**config.mk**
```make
export PLATFORM = sky130hd
export DESIGN_NAME = vga_fb_fetch
export DESIGN_NICKNAME = d
export VERILOG_FILES = /design/src/rtl/vga_fb_fetch.sv
export SDC_FILE = /design/constraint.sdc
export NUM_CORES = 1
export LEC_CHECK = 0
export CAP_MARGIN = 30
export CORE_ASPECT_RATIO = 0.8
export CORE_MARGIN = 5
export CORE_UTILIZATION = 45
export CTS_CLUSTER_SIZE = 8
export DETAILED_ROUTE_END_ITERATION = 10
export GPL_ROUTABILITY_DRIVEN = 0
export HOLD_SLACK_MARGIN = 0.06
export PLACE_DENSITY = 0.73
export SLEW_MARGIN = 10
export SYNTH_ARGS = -nofsm -noshare
export SYNTH_HDL_FRONTEND = slang
export SYNTH_SLANG_ARGS = --single-unit
```
**constraint.sdc**
```tcl
create_clock -name clk -period 3.78 [get_ports clk]
set_input_delay 1.134 -clock clk [delete_from_list [all_inputs] [get_ports clk]]
set_output_delay 1.134 -clock clk [all_outputs]
set_load 0.05 [all_outputs]
```
**src/rtl/vga_fb_fetch.sv**
```systemverilog
// vga_fb_fetch: streams one frame of RGB565 pixels from memory in fixed bursts into a FIFO
// and pops one pixel per display request. Restarts at FB_BASE on every frame_sync.
module vga_fb_fetch #(
   parameter int                ADDR_W      = 20,
   parameter logic [ADDR_W-1:0] FB_BASE     = '0,
   parameter int                FRAME_WORDS = 786432,
   parameter int                BURST_LEN   = 16,
   parameter int                FIFO_AW     = 6
) (
   input  logic              clk,
   input  logic              rst_n,
   input  logic              frame_sync,
   input  logic              data_req,
   output logic [15:0]       dout,
   output logic              mem_rd_req,
   output logic [ADDR_W-1:0] mem_rd_addr,
   input  logic              mem_rd_ack,
   input  logic              mem_rd_valid,
   input  logic [15:0]       mem_rd_data,
   output logic [FIFO_AW:0]  fifo_level,
   output logic              underflow
);
   localparam int DEPTH = 1 << FIFO_AW;
   localparam int LW    = FIFO_AW + 1;
   localparam int BC_W  = $clog2(BURST_LEN);
   localparam int WL_W  = $clog2(FRAME_WORDS + 1);

   typedef enum logic [1:0] {IDLE, REQ, DATA, DONE} state_e;

   state_e              state_q, state_d;
   logic [ADDR_W-1:0]   addr_q, addr_d;
   logic [WL_W-1:0]     left_q, left_d;
   logic [BC_W-1:0]     beat_q, beat_d;
   logic                pend_q, pend_d;
   logic [FIFO_AW-1:0]  wr_q, wr_d, rd_q, rd_d;
   logic [FIFO_AW:0]    level_q, level_d;
   logic [15:0]         dout_q, dout_d;
   logic                uf_q, uf_d;
   logic                restart, push, pop, last_beat;
   logic [15:0]         fifo_mem [DEPTH];

   assign last_beat = state_q == DATA && mem_rd_valid && beat_q == BC_W'(BURST_LEN - 1);
   // beats of a burst overtaken by a frame restart are dropped
   assign push = state_q == DATA && mem_rd_valid && !pend_q && !frame_sync;
   assign pop  = data_req && level_q != '0;

   always_comb begin
      state_d = state_q;
      addr_d  = addr_q;
      left_d  = left_q;
      beat_d  = beat_q;
      pend_d  = pend_q;
      restart = 1'b0;
      case (state_q)
         IDLE: begin
            if (frame_sync) restart = 1'b1;
            else if (left_q == '0) state_d = DONE;
            else if (int'(level_q) <= DEPTH - BURST_LEN) state_d = REQ;
         end
         REQ: begin
            pend_d = pend_q | frame_sync;
            if (mem_rd_ack) begin
               state_d = DATA;
               beat_d  = '0;
            end
         end
         DATA: begin
            pend_d = pend_q | frame_sync;
            if (mem_rd_valid) beat_d = beat_q + 1'b1;
            if (last_beat) begin
               if (pend_q || frame_sync) restart = 1'b1;
               else begin
                  addr_d  = addr_q + ADDR_W'(BURST_LEN);
                  left_d  = left_q - WL_W'(BURST_LEN);
                  state_d = IDLE;
               end
            end
         end
         default: if (frame_sync) restart = 1'b1;
      endcase
      if (restart) begin
         state_d = IDLE;
         addr_d  = FB_BASE;
         left_d  = WL_W'(FRAME_WORDS);
         pend_d  = 1'b0;
      end
   end

   assign wr_d    = restart ? '0 : wr_q + FIFO_AW'(push);
   assign rd_d    = restart ? '0 : rd_q + FIFO_AW'(pop);
   assign level_d = restart ? '0 : level_q + LW'(push) - LW'(pop);
   assign dout_d  = pop ? fifo_mem[rd_q] : '0;
   assign uf_d    = restart ? 1'b0 : uf_q | (data_req && level_q == '0);

   always_ff @(posedge clk or negedge rst_n) begin
      if (!rst_n) begin
         state_q <= DONE;
         addr_q  <= FB_BASE;
         left_q  <= '0;
         beat_q  <= '0;
         pend_q  <= 1'b0;
         wr_q    <= '0;
         rd_q    <= '0;
         level_q <= '0;
         dout_q  <= '0;
         uf_q    <= 1'b0;
      end else begin
         state_q <= state_d;
         addr_q  <= addr_d;
         left_q  <= left_d;
         beat_q  <= beat_d;
         pend_q  <= pend_d;
         wr_q    <= wr_d;
         rd_q    <= rd_d;
         level_q <= level_d;
         dout_q  <= dout_d;
         uf_q    <= uf_d;
      end
   end

   always_ff @(posedge clk) begin
      if (push) fifo_mem[wr_q] <= mem_rd_data;
   end

   assign dout        = dout_q;
   assign mem_rd_req  = state_q == REQ;
   assign mem_rd_addr = addr_q;
   assign fifo_level  = level_q;
   assign underflow   = uf_q;
endmodule
```
======== Word-level counts from Yosys, hierarchy flattened ========
Memories as Yosys holds them, arrays and structs flattened.
Cells that the tools add are included.
Widths: inputs -> output; s select.
word-level totals
  flip-flop bits (word level) ............. 83
  RAM bits ................................ 1024
  input bits .............................. 22
  logic and storage cells ................. 86
  memories kept ........................... 1
cells by class
  add/sub/neg operators ................... 7
  magnitude comparators ................... 1
  eq/ne operators ......................... 11
  muxes and demuxes ....................... 32
  bitwise gates (word level) .............. 2
  reductions and logical operators ........ 22
memories
  memory    depth  bits a word  read ports  clocked after memory_dff  wr ports  RTL line  text
  fifo_mem  64     16           1           0                         1         40        logic [15:0] fifo_mem [DEPTH];
operators with widths
  operator               count
  $mux 20                8
  $add 20x5->20 const B  1
  $logic_not 20->1       1
  $sub 20x5->20 const B  1
  $mux 16                1
  $mux 2                 7
  $add 6x1->6            2
  $mux 6                 2
  $ne 3x3->1 const B     3
  $mux 1                 8
  $mux 4                 2
  $pmux 4 s2             1
  $reduce_bool 2->1      4
  $add 7x1->7            1
  $le 7x6->1 const B     1
  $logic_not 7->1        1
  $mux 7                 1
  $reduce_bool 7->1      1
  $sub 7x1->7            1
  $logic_and 1x1->1      6
  $pmux 2 s3             1
  $reduce_and 3->1       2
  $reduce_and 6->1       1
  $add 4x1->4 const B    1
  14 further kinds       17

======== Longest topological paths before layout ========
Gate-level depths: netlist (run 1).
  word-level depth ........................ 7
  depth in mapped cells ................... 15

======== Least setup slack after synthesis (run 1) ========
OpenSTA, ideal clock, no wires.
  kind .................................... register -> register
  from .................................... register level_q[2] (netlist: fifo_level[2])
  to ...................................... register level_q[6] (netlist: fifo_level[6])
  data arrival time ....................... 3225 ps
  required time ........................... 3694 ps
  path slack .............................. 469 ps
  cell stages (with the launch flop) ...... 16
  clock period less this slack ............ 3311 ps
  cell sequence ........................... dfrtp_1 -> inv_1 -> ha_1 -> or3b_2 -> o21a_1 -> ha_1 -> inv_1 -> ha_1 -> inv_1 -> fa_1 -> nor2b_1 -> o21bai_1 -> a21boi_0 -> o21bai_1 -> and3_1 -> nor3_1
on the way
  longest elaborated chain between the ends .. 4
  elaborated cells on any way between the ends .. 5
  those cells by class .................... add/sub (2); mux (1); reduce/logical (2)
RTL lines
  element                                                              RTL line  text
  start: declaration                                                   36        logic [FIFO_AW:0] level_q, level_d;
  start signal: assignment                                             115       level_q <= level_d;
  parallel branches: the longest is 2 deep, another holds $add 7x1->7  -
  $sub 7x1->7 *                                                        91        assign level_d = restart ? '0 : level_q + LW'(push) - LW'(pop);
  $mux 7 *                                                             91
  named net level_d[6]                                                 36
Mark *: on every way through the listed nets, which the timed path passes.
A chain may end at the register's enable or synchronous reset.

======== Worst setup path in the final report (run 1) ========
  from .................................... register state_q[0]
  to ...................................... output mem_rd_req
on the way
  longest elaborated chain between the ends .. 1
RTL lines
  element                   RTL line  text
  start: declaration        30        state_e state_q, state_d;
  start signal: assignment  108       state_q <= state_d;
  $eq 2x1->1                126       assign mem_rd_req = state_q == REQ;
  end: declaration          15        output logic mem_rd_req,
No other way between the ends.

==> PnR_summary.wiki, run 1 <==
{| class="wikitable"
! Metric !! Value
|-
| Status || completed
|-
| Number of buffers inserted by port buffering || 62
|-
| Clock skew after layout || ~48 ps
|-
| Total standard cell area after synthesis || between 40000 and 50000 um2
|-
| Upper clock frequency limit || between 200 and 300 MHz
|-
| Routed via count divided by cell count || approximately 6.1
|-
| Clock share of power || 0.387
|-
| Global-route met2 utilization || 0.3079
|-
| Number of distinct library cells after synthesis || 67
|-
| Element type at the critical path end || output port
|-
| Total iterations of the first detailed-routing run || 5
|-
| Multi-input logic area || 9583 um2
|-
| Post-synth top flop || sky130_fd_sc_hd__edfxtp_1
|-
| Share of total power consumed by net switching || 0.2681
|-
| Final clock period utilization by the worst path || 0.9152
|-
| Antenna fix cells || 0
|-
| Layout cells sized above 1 || 0.2570
|-
| Total of max-cap violations || 0
|-
| Core outline area || approximately 95000 um2
|-
| Post-synth top area cell || sky130_fd_sc_hd__edfxtp_1
|-
| Standby leakage power || around 16 nW
|-
| Critical Path Stages || 2
|-
| Number of core rows || approximately 100
|-
| Final count of hold timing violations || 0
|-
| Clock tree root buffer cell || sky130_fd_sc_hd__clkbuf_16
|-
| Wire length reported by the detailed router || around 100 mm
|-
| Most frequent cells in the layout || 1024 x sky130_fd_sc_hd__edfxtp_1, 249 x sky130_fd_sc_hd__mux4_2, 155 x sky130_fd_sc_hd__clkbuf_16
|-
| Cell-by-cell listing of the critical path || ha_1, clkdlybuf4s50_1
|-
| Worst hold path type || input pin to async pin
|-
| Max-slew violation total from the final report || 0
|-
| Number of nets in the layout || roughly 2400
|-
| Data required time at the worst endpoint || between 2000 and 3000 ps
|-
| Average detailed-routed wire length per instance || around 28 um
|-
| Synthesized instance count || 2097
|-
| Filler cells || 7044
|-
| Area of the die || ~100000 um2
|-
| Post-detailed-route DRC marker count || 0
|-
| Total of flip-flops plus latches after synthesis || 1099
|-
| CTS resizes || 0
|-
| Clock transition at the register clock pins on the worst setup and hold paths after CTS || roughly 50 ps
|-
| Critical path startpoint || state_q[0]$_DFFE_PN1P_
|-
| Worst setup SP type || flip-flop
|-
| Top fanout value on the critical path || 4
|-
| Setup repair after global routing missed its margin || false
|-
| Number of enable-type register cells in the synthesized netlist || approximately 1000
|-
| Vertical die dimension || ~290 um
|-
| Sequential share of the synthesized area || 0.7613
|-
| Cells after DPL || between 3000 and 4000
|-
| Critical setup path kind || flip-flop to output port
|-
| Number of buffers inserted for hold repair after clock tree synthesis || 0
|-
| Clock period minus worst slack || between 3000 and 4000 ps
|-
| Area grow syn2layout || 17.12%
|-
| Pin count of the biggest net entering global routing || 87
|-
| FF-to-FF path depth || 15
|-
| Library cell contributing the largest single delay on the critical path || sky130_fd_sc_hd__clkdlybuf4s50_1
|-
| Stage delay of the slowest cell on the critical path || 830 ps
|-
| Slew at the pin closest to its max-slew limit || about 850 ps
|-
| Overflow left after global routing || 0
|-
| Initial antenna violation count || 3
|-
| Data arrival, critical path || between 2000 and 2500 ps
|-
| Number of nets with antenna violations after detailed routing || 0
|-
| Clock latency at the later pin of the worst-skew pair || around 740 ps
|-
| First-pass GRT wire length || 153.3 mm
|-
| CTS tree || built
|-
| Final HPWL from detailed placement || 65.09 mm
|-
| Top cell type's share of synthesized area || 0.7174
|-
| Total global routing track utilization || 0.2065
|-
| Most frequent standard cell in the layout excluding fill and tap cells || sky130_fd_sc_hd__edfxtp_1
|-
| Worst IR drop on VDD || roughly 0.63 mV
|-
| Power share of the sequential group || 0.431
|-
| Worst path top cell family by delay || buffers and inverters
|-
| DR vias || between 20000 and 25000
|-
| Worst relative slew slack || 0.4342
|-
| Cell Pwr Density || 638.8 nW/um2
|-
| Vias in the first global route || around 23000
|-
| Final setup violation count || 0
|-
| Setup TNS || 0 ps
|-
| Number of DRC markers after the initial detailed-route iteration || 2872
|-
| GR peak layer || met2
|-
| Origin of the critical flop-to-flop path || fifo_level[3]$_DFF_PN0_
|-
| H-tree level count || 4
|-
| Met3 usage || 0.05648
|-
| Post-CTS setup-driven buffer insertion count || 0
|-
| Total buffers and inverters traversed by the critical path || 1
|-
| Cell-internal power || 23.47 mW
|-
| Net Switching || about 8.6 mW
|-
| TritonCTS Sinks || roughly 1100
|-
| Starting density of the core || 0.4528
|-
| Register Area || approximately 33000 um2
|-
| Cell types with the largest area share after synthesis || sky130_fd_sc_hd__edfxtp_1 72%, sky130_fd_sc_hd__mux4_2 13%, sky130_fd_sc_hd__dfrtp_1 4.3%
|-
| Number of buffers on the longest clock path || 3
|-
| Number of synthesis warnings || 0
|-
| Number of clock buffers inserted by TritonCTS || roughly 160
|-
| Worst R2R End || fifo_level[6]$_DFF_PN0_
|-
| Register-to-register setup slack || between 400 and 500 ps
|-
| Width of the die || 355.0 um
|-
| Met1 usage || 0.2995
|-
| Combinational Power Share || 0.182
|-
| Average instance area after synthesis || 20.44 um2
|-
| Post-Layout Cell Count || between 3000 and 4000
|-
| Top-level I/O count || 67
|-
| Share of flip-flops with an asynchronous set or reset || 0.06824
|}
registers in the layout, indices dropped and copies added, names as in the netlist:
register,cells
dout,16
fifo_level,7
pend_q,1
fifo_mem,1024
underflow,1
mem_rd_addr,16
state_q,2
left_q,16
rd_q,6
beat_q,4
wr_q,6
cell usage after synthesis, types with 25 or more instances:
| master | instances |
|---|---|
| sky130_fd_sc_hd__o21ai_0 | 25 |
| sky130_fd_sc_hd__mux4_2 | 249 |
| sky130_fd_sc_hd__nor2_1 | 123 |
| sky130_fd_sc_hd__nand2_1 | 60 |
| sky130_fd_sc_hd__clkbuf_1 | 35 |
| sky130_fd_sc_hd__o22ai_1 | 28 |
| sky130_fd_sc_hd__mux2i_1 | 46 |
| sky130_fd_sc_hd__edfxtp_1 | 1024 |
| sky130_fd_sc_hd__a22oi_1 | 25 |
| sky130_fd_sc_hd__buf_4 | 26 |
| sky130_fd_sc_hd__buf_2 | 37 |
| sky130_fd_sc_hd__dfrtp_1 | 73 |
| sky130_fd_sc_hd__nand3_1 | 36 |
| sky130_fd_sc_hd__a21oi_1 | 28 |
per-layer routing:
layer | vias up | wire length [um]
met1 | 11620 | 40990
met3 | 187 | 12600
met2 | 1359 | 47880
li1 | 9168 | -
met4 | 0 | 2736
met5 | - | 0
layout make-up:
| cell class | count | share of cell area |
|---|---|---|
| clock buffer | 206 | 0.08129 |
| clock inverter | 16 | 0.005459 |
| inverter | 23 | 0.001745 |
| multi-input combinational | 866 | 0.1909 |
| sequential | 1099 | 0.6503 |
| tap | 1236 | 0.03081 |
| timing repair buffer | 226 | 0.03948 |
through the flow:
step | util | area (um2) | worst slack [ps] | hold slack (ps) | power, mW
2_1_floorplan | - | 42870 | 468.9 | 467.0 | 17.76
3_3_place_gp | 0.4842 | 45830 | -80.15 | 485.7 | 19.75
3_5_place_dp | 0.4843 | 45840 | -30.33 | 490.8 | 19.84
4_1_cts | 0.5303 | 50200 | 250.5 | 417.0 | 32.25
5_1_grt | 0.5303 | 50200 | 244.1 | 459.8 | 33.21
6_report | 0.5303 | 50200 | 320.6 | 428.5 | 32.06
worst max-delay path by stage:
| stage | endpoint | slack [ps] |
|---|---|---|
| final | mem_rd_req | 320 |
| after global routing | mem_rd_req | 240 |
| after CTS | mem_rd_req | 250 |
| after detailed placement | fifo_level[6]$_DFF_PN0_ | -30 |
| after global placement | fifo_level[6]$_DFF_PN0_ | -80 |
| after floorplan | fifo_level[6]$_DFF_PN0_ | 470 |
power groups by stage:
stage	clock network (mW)	logic, mW	registers [mW]
after floorplan	0	3.66	14.1
after global placement	0	5.72	14.0
after detailed placement	0	5.80	14.0
after CTS	12.6	5.83	13.8
after global routing	13.2	6.18	13.8
final	12.4	5.84	13.8
cells by family after synthesis:
logic type               share of synthesized area
flip-flops                                  0.7613
AND/OR/NAND/NOR                            0.03585
multiplexers                                0.1424
AO/OA/AOI/OAI                              0.03159
buffers and inverters                      0.01538
XOR/XNOR                                  0.006539
adder cells (fa/ha/maj)                   0.006889
other                                   0.00008749
Note: power is estimated with default switching activity, not from simulation.
==> inputs of run 2 (changes only) <==
--- a/config.mk
+++ b/config.mk
@@ -5,7 +5,6 @@
 export SDC_FILE = /design/constraint.sdc
 export NUM_CORES = 1
 export LEC_CHECK = 0
-export CAP_MARGIN = 30
 export CORE_ASPECT_RATIO = 0.8
 export CORE_MARGIN = 5
 export CORE_UTILIZATION = 45
==> PnR_summary.wiki, run 2 (synthesized netlist as in run 1, its figures left out) <==
{| class="wikitable"
! Metric !! Value
|-
| Slew at the pin closest to its max-slew limit || 1023 ps (+174.2 ps)
|-
| Finished Cell Area || 50210 um2 (about the same)
|-
| Layout cells sized above 1 || 0.2563 (-0.0007261)
|-
| Largest register FFs || 1024 (unchanged)
|-
| Critical setup path kind || flip-flop to output port
|-
| FF-to-FF path depth || 15 (unchanged)
|-
| Register name with the most flops || fifo_mem
|-
| Area grow syn2layout || 17.14% (about the same)
|-
| Final-layout worst hold slack || 419.7 ps (-8.735 ps)
|-
| Global-route met2 utilization || 0.3087 (+0.0008751)
|-
| DR vias || 22330 (+0.0045%)
|-
| Clock share of power || 0.388 (about the same)
|-
| Worst setup SP type || flip-flop
|-
| Setup TNS || 0 ps (unchanged)
|-
| Total iterations of the first detailed-routing run || 5 (unchanged)
|-
| Area of the die || 101600 um2 (unchanged)
|-
| Number of buffers inserted for hold repair after clock tree synthesis || 0 (unchanged)
|-
| Upper clock frequency limit || 289.0 MHz (about the same)
|-
| Initial antenna violation count || 4 (+1)
|-
| Width of the die || 355.0 um (unchanged)
|-
| Met3 usage || 0.06024 (+0.003761)
|-
| Post-detailed-route DRC marker count || 0 (unchanged)
|-
| Data arrival, critical path || 2330 ps (about the same)
|-
| Routed via count divided by cell count || 6.075 (-0.10%)
|-
| TritonCTS Sinks || 1099 (unchanged)
|-
| Vertical die dimension || 286.0 um (unchanged)
|-
| Top fanout value on the critical path || 4 (unchanged)
|-
| Number of DRC markers after the initial detailed-route iteration || 2896 (+0.84%)
|-
| Post-CTS setup-driven buffer insertion count || 0 (unchanged)
|-
| Total global routing track utilization || 0.2077 (+0.001186)
|-
| Most frequent cells in the layout || 1024 x sky130_fd_sc_hd__edfxtp_1, 249 x sky130_fd_sc_hd__mux4_2, 155 x sky130_fd_sc_hd__clkbuf_16
|-
| Final clock period utilization by the worst path || 0.9155 (about the same)
|-
| Clock latency at the later pin of the worst-skew pair || 750 ps (about the same)
|-
| Pin count of the biggest net entering global routing || 87 (unchanged)
|-
| Number of buffers inserted by port buffering || 62 (unchanged)
|-
| Met1 usage || 0.3010 (+0.001438)
|-
| Cell Pwr Density || 639.7 nW/um2 (+0.15%)
|-
| Clock skew after layout || 32.39 ps (-15.32 ps)
|-
| Data required time at the worst endpoint || 2650 ps (about the same)
|-
| Number of nets with antenna violations after detailed routing || 0 (unchanged)
|-
| Net Switching || 8.643 mW (+0.56%)
|-
| CTS tree || built
|-
| Worst IR drop on VDD || 0.5576 mV (-12%)
|-
| Cell-by-cell listing of the critical path || ha_1, clkdlybuf4s50_1
|-
| Cell-internal power || 23.48 mW (about the same)
|-
| Max-slew violation total from the final report || 0 (unchanged)
|-
| GR peak layer || met2
|-
| Share of total power consumed by net switching || 0.2691 (+0.001033)
|-
| H-tree level count || 4 (unchanged)
|-
| Element type at the critical path end || output port
|-
| Average detailed-routed wire length per instance || 28.43 um (+0.18%)
|-
| Power share of the sequential group || 0.431 (about the same)
|-
| Post-DP Area || 45830 um2 (about the same)
|-
| Worst path setup slack after routing || 319.5 ps (-1.130 ps)
|-
| Wire length reported by the detailed router || 104.5 mm (+0.29%)
|-
| Clock tree root buffer cell || sky130_fd_sc_hd__clkbuf_16
|-
| Number of clock buffers inserted by TritonCTS || 155 (unchanged)
|-
| Core outline area || 94650 um2 (unchanged)
|-
| First-pass GRT wire length || 154.0 mm (+0.44%)
|-
| Clock period minus worst slack || 3461 ps (+1.130 ps)
|-
| Library cell contributing the largest single delay on the critical path || sky130_fd_sc_hd__clkdlybuf4s50_1
|-
| CTS resizes || 0 (unchanged)
|-
| Worst hold path type || input pin to async pin
|-
| Standby leakage power || 16.14 nW (about the same)
|-
| Worst relative slew slack || 0.3167 (-0.1175)
|-
| Most frequent standard cell in the layout excluding fill and tap cells || sky130_fd_sc_hd__edfxtp_1
|-
| Final setup violation count || 0 (unchanged)
|-
| Overflow left after global routing || 0 (unchanged)
|-
| Number of core rows || 101 (unchanged)
|-
| Combinational Power Share || 0.182 (about the same)
|-
| Status || completed
|-
| Starting density of the core || 0.4528 (unchanged)
|-
| Stage delay of the slowest cell on the critical path || 830 ps (about the same)
|-
| Clock transition at the register clock pins on the worst setup and hold paths after CTS || 50 ps (about the same)
|-
| Final count of hold timing violations || 0 (unchanged)
|-
| Setup repair after global routing missed its margin || false
|-
| Final HPWL from detailed placement || 65.05 mm (about the same)
|-
| Total of max-cap violations || 0 (unchanged)
|-
| Finished Core Util || 0.5304 (about the same)
|-
| Filler cells || 7023 (-0.30%)
|-
| Vias in the first global route || 22460 (-0.23%)
|-
| Number of nets in the layout || 2415 (-0.041%)
|-
| Top-level I/O count || 67 (unchanged)
|-
| Number of buffers on the longest clock path || 3 (unchanged)
|-
| Minimum setup slack after placement || -56.90 ps (-26.58 ps)
|}
==> run 2: stage by stage <==
stage	power (mW)	std cells
after floorplan	17.76	2100
after global placement	19.75	3449
after detailed placement	19.84	3449
after CTS	32.33	3675
after global routing	33.30	3675
final	32.12	3676
==> run 2: critical path, delay by kind of cell (launching register included) <==
kind | cells | cell delay (ps)
adder cells (fa/ha/maj) | 1 | 230
buffers and inverters | 1 | 830
flip-flops | 1 | 540
==> run 2: worst paths after layout <==
| path | slack (ps) | startpoint | to |
|---|---|---|---|
| max in group asynchronous | 2630 | rst_n | rd_q[3]$_DFF_PN0_ |
| max | 320 | state_q[0]$_DFFE_PN1P_ | mem_rd_req |
| min reg2reg | 510 | underflow$_DFF_PN0_ | underflow$_DFF_PN0_ |
| min | 420 | rst_n | dout[11]$_DFF_PN0_ |
| min in group clk | 510 | underflow$_DFF_PN0_ | underflow$_DFF_PN0_ |
| max reg2reg | 430 | fifo_level[3]$_DFF_PN0_ | fifo_level[6]$_DFF_PN0_ |
==> run 2: cell type report <==
class	count	area, um2	share of cell area
well taps	1236	1546	0.03080
repair buffers	225	1974	0.03933
diodes	1	2.502	0.00004984
flip-flops and latches	1099	32640	0.6502
clock buffers	210	4085	0.08137
clock inverters	16	285.3	0.005682
multi-input cells	866	9583	0.1909
inverters	23	87.58	0.001744
==> run 2: power by group through the flow <==
stage | Clock (mW) | Sequential [mW] | Combinational, mW
detailed placement | 0 | 14.0 | 5.80
floorplan | 0 | 14.1 | 3.66
CTS | 12.7 | 13.8 | 5.84
global placement | 0 | 14.0 | 5.72
finish | 12.5 | 13.8 | 5.84
global route | 13.3 | 13.8 | 6.19
==> run 2: routing by layer <==
metal	vias to the layer above	wire, um
li1	9164	-
met1	11660	41660
met2	1319	47970
met3	181	12240
met4	6	2591
met5	-	51
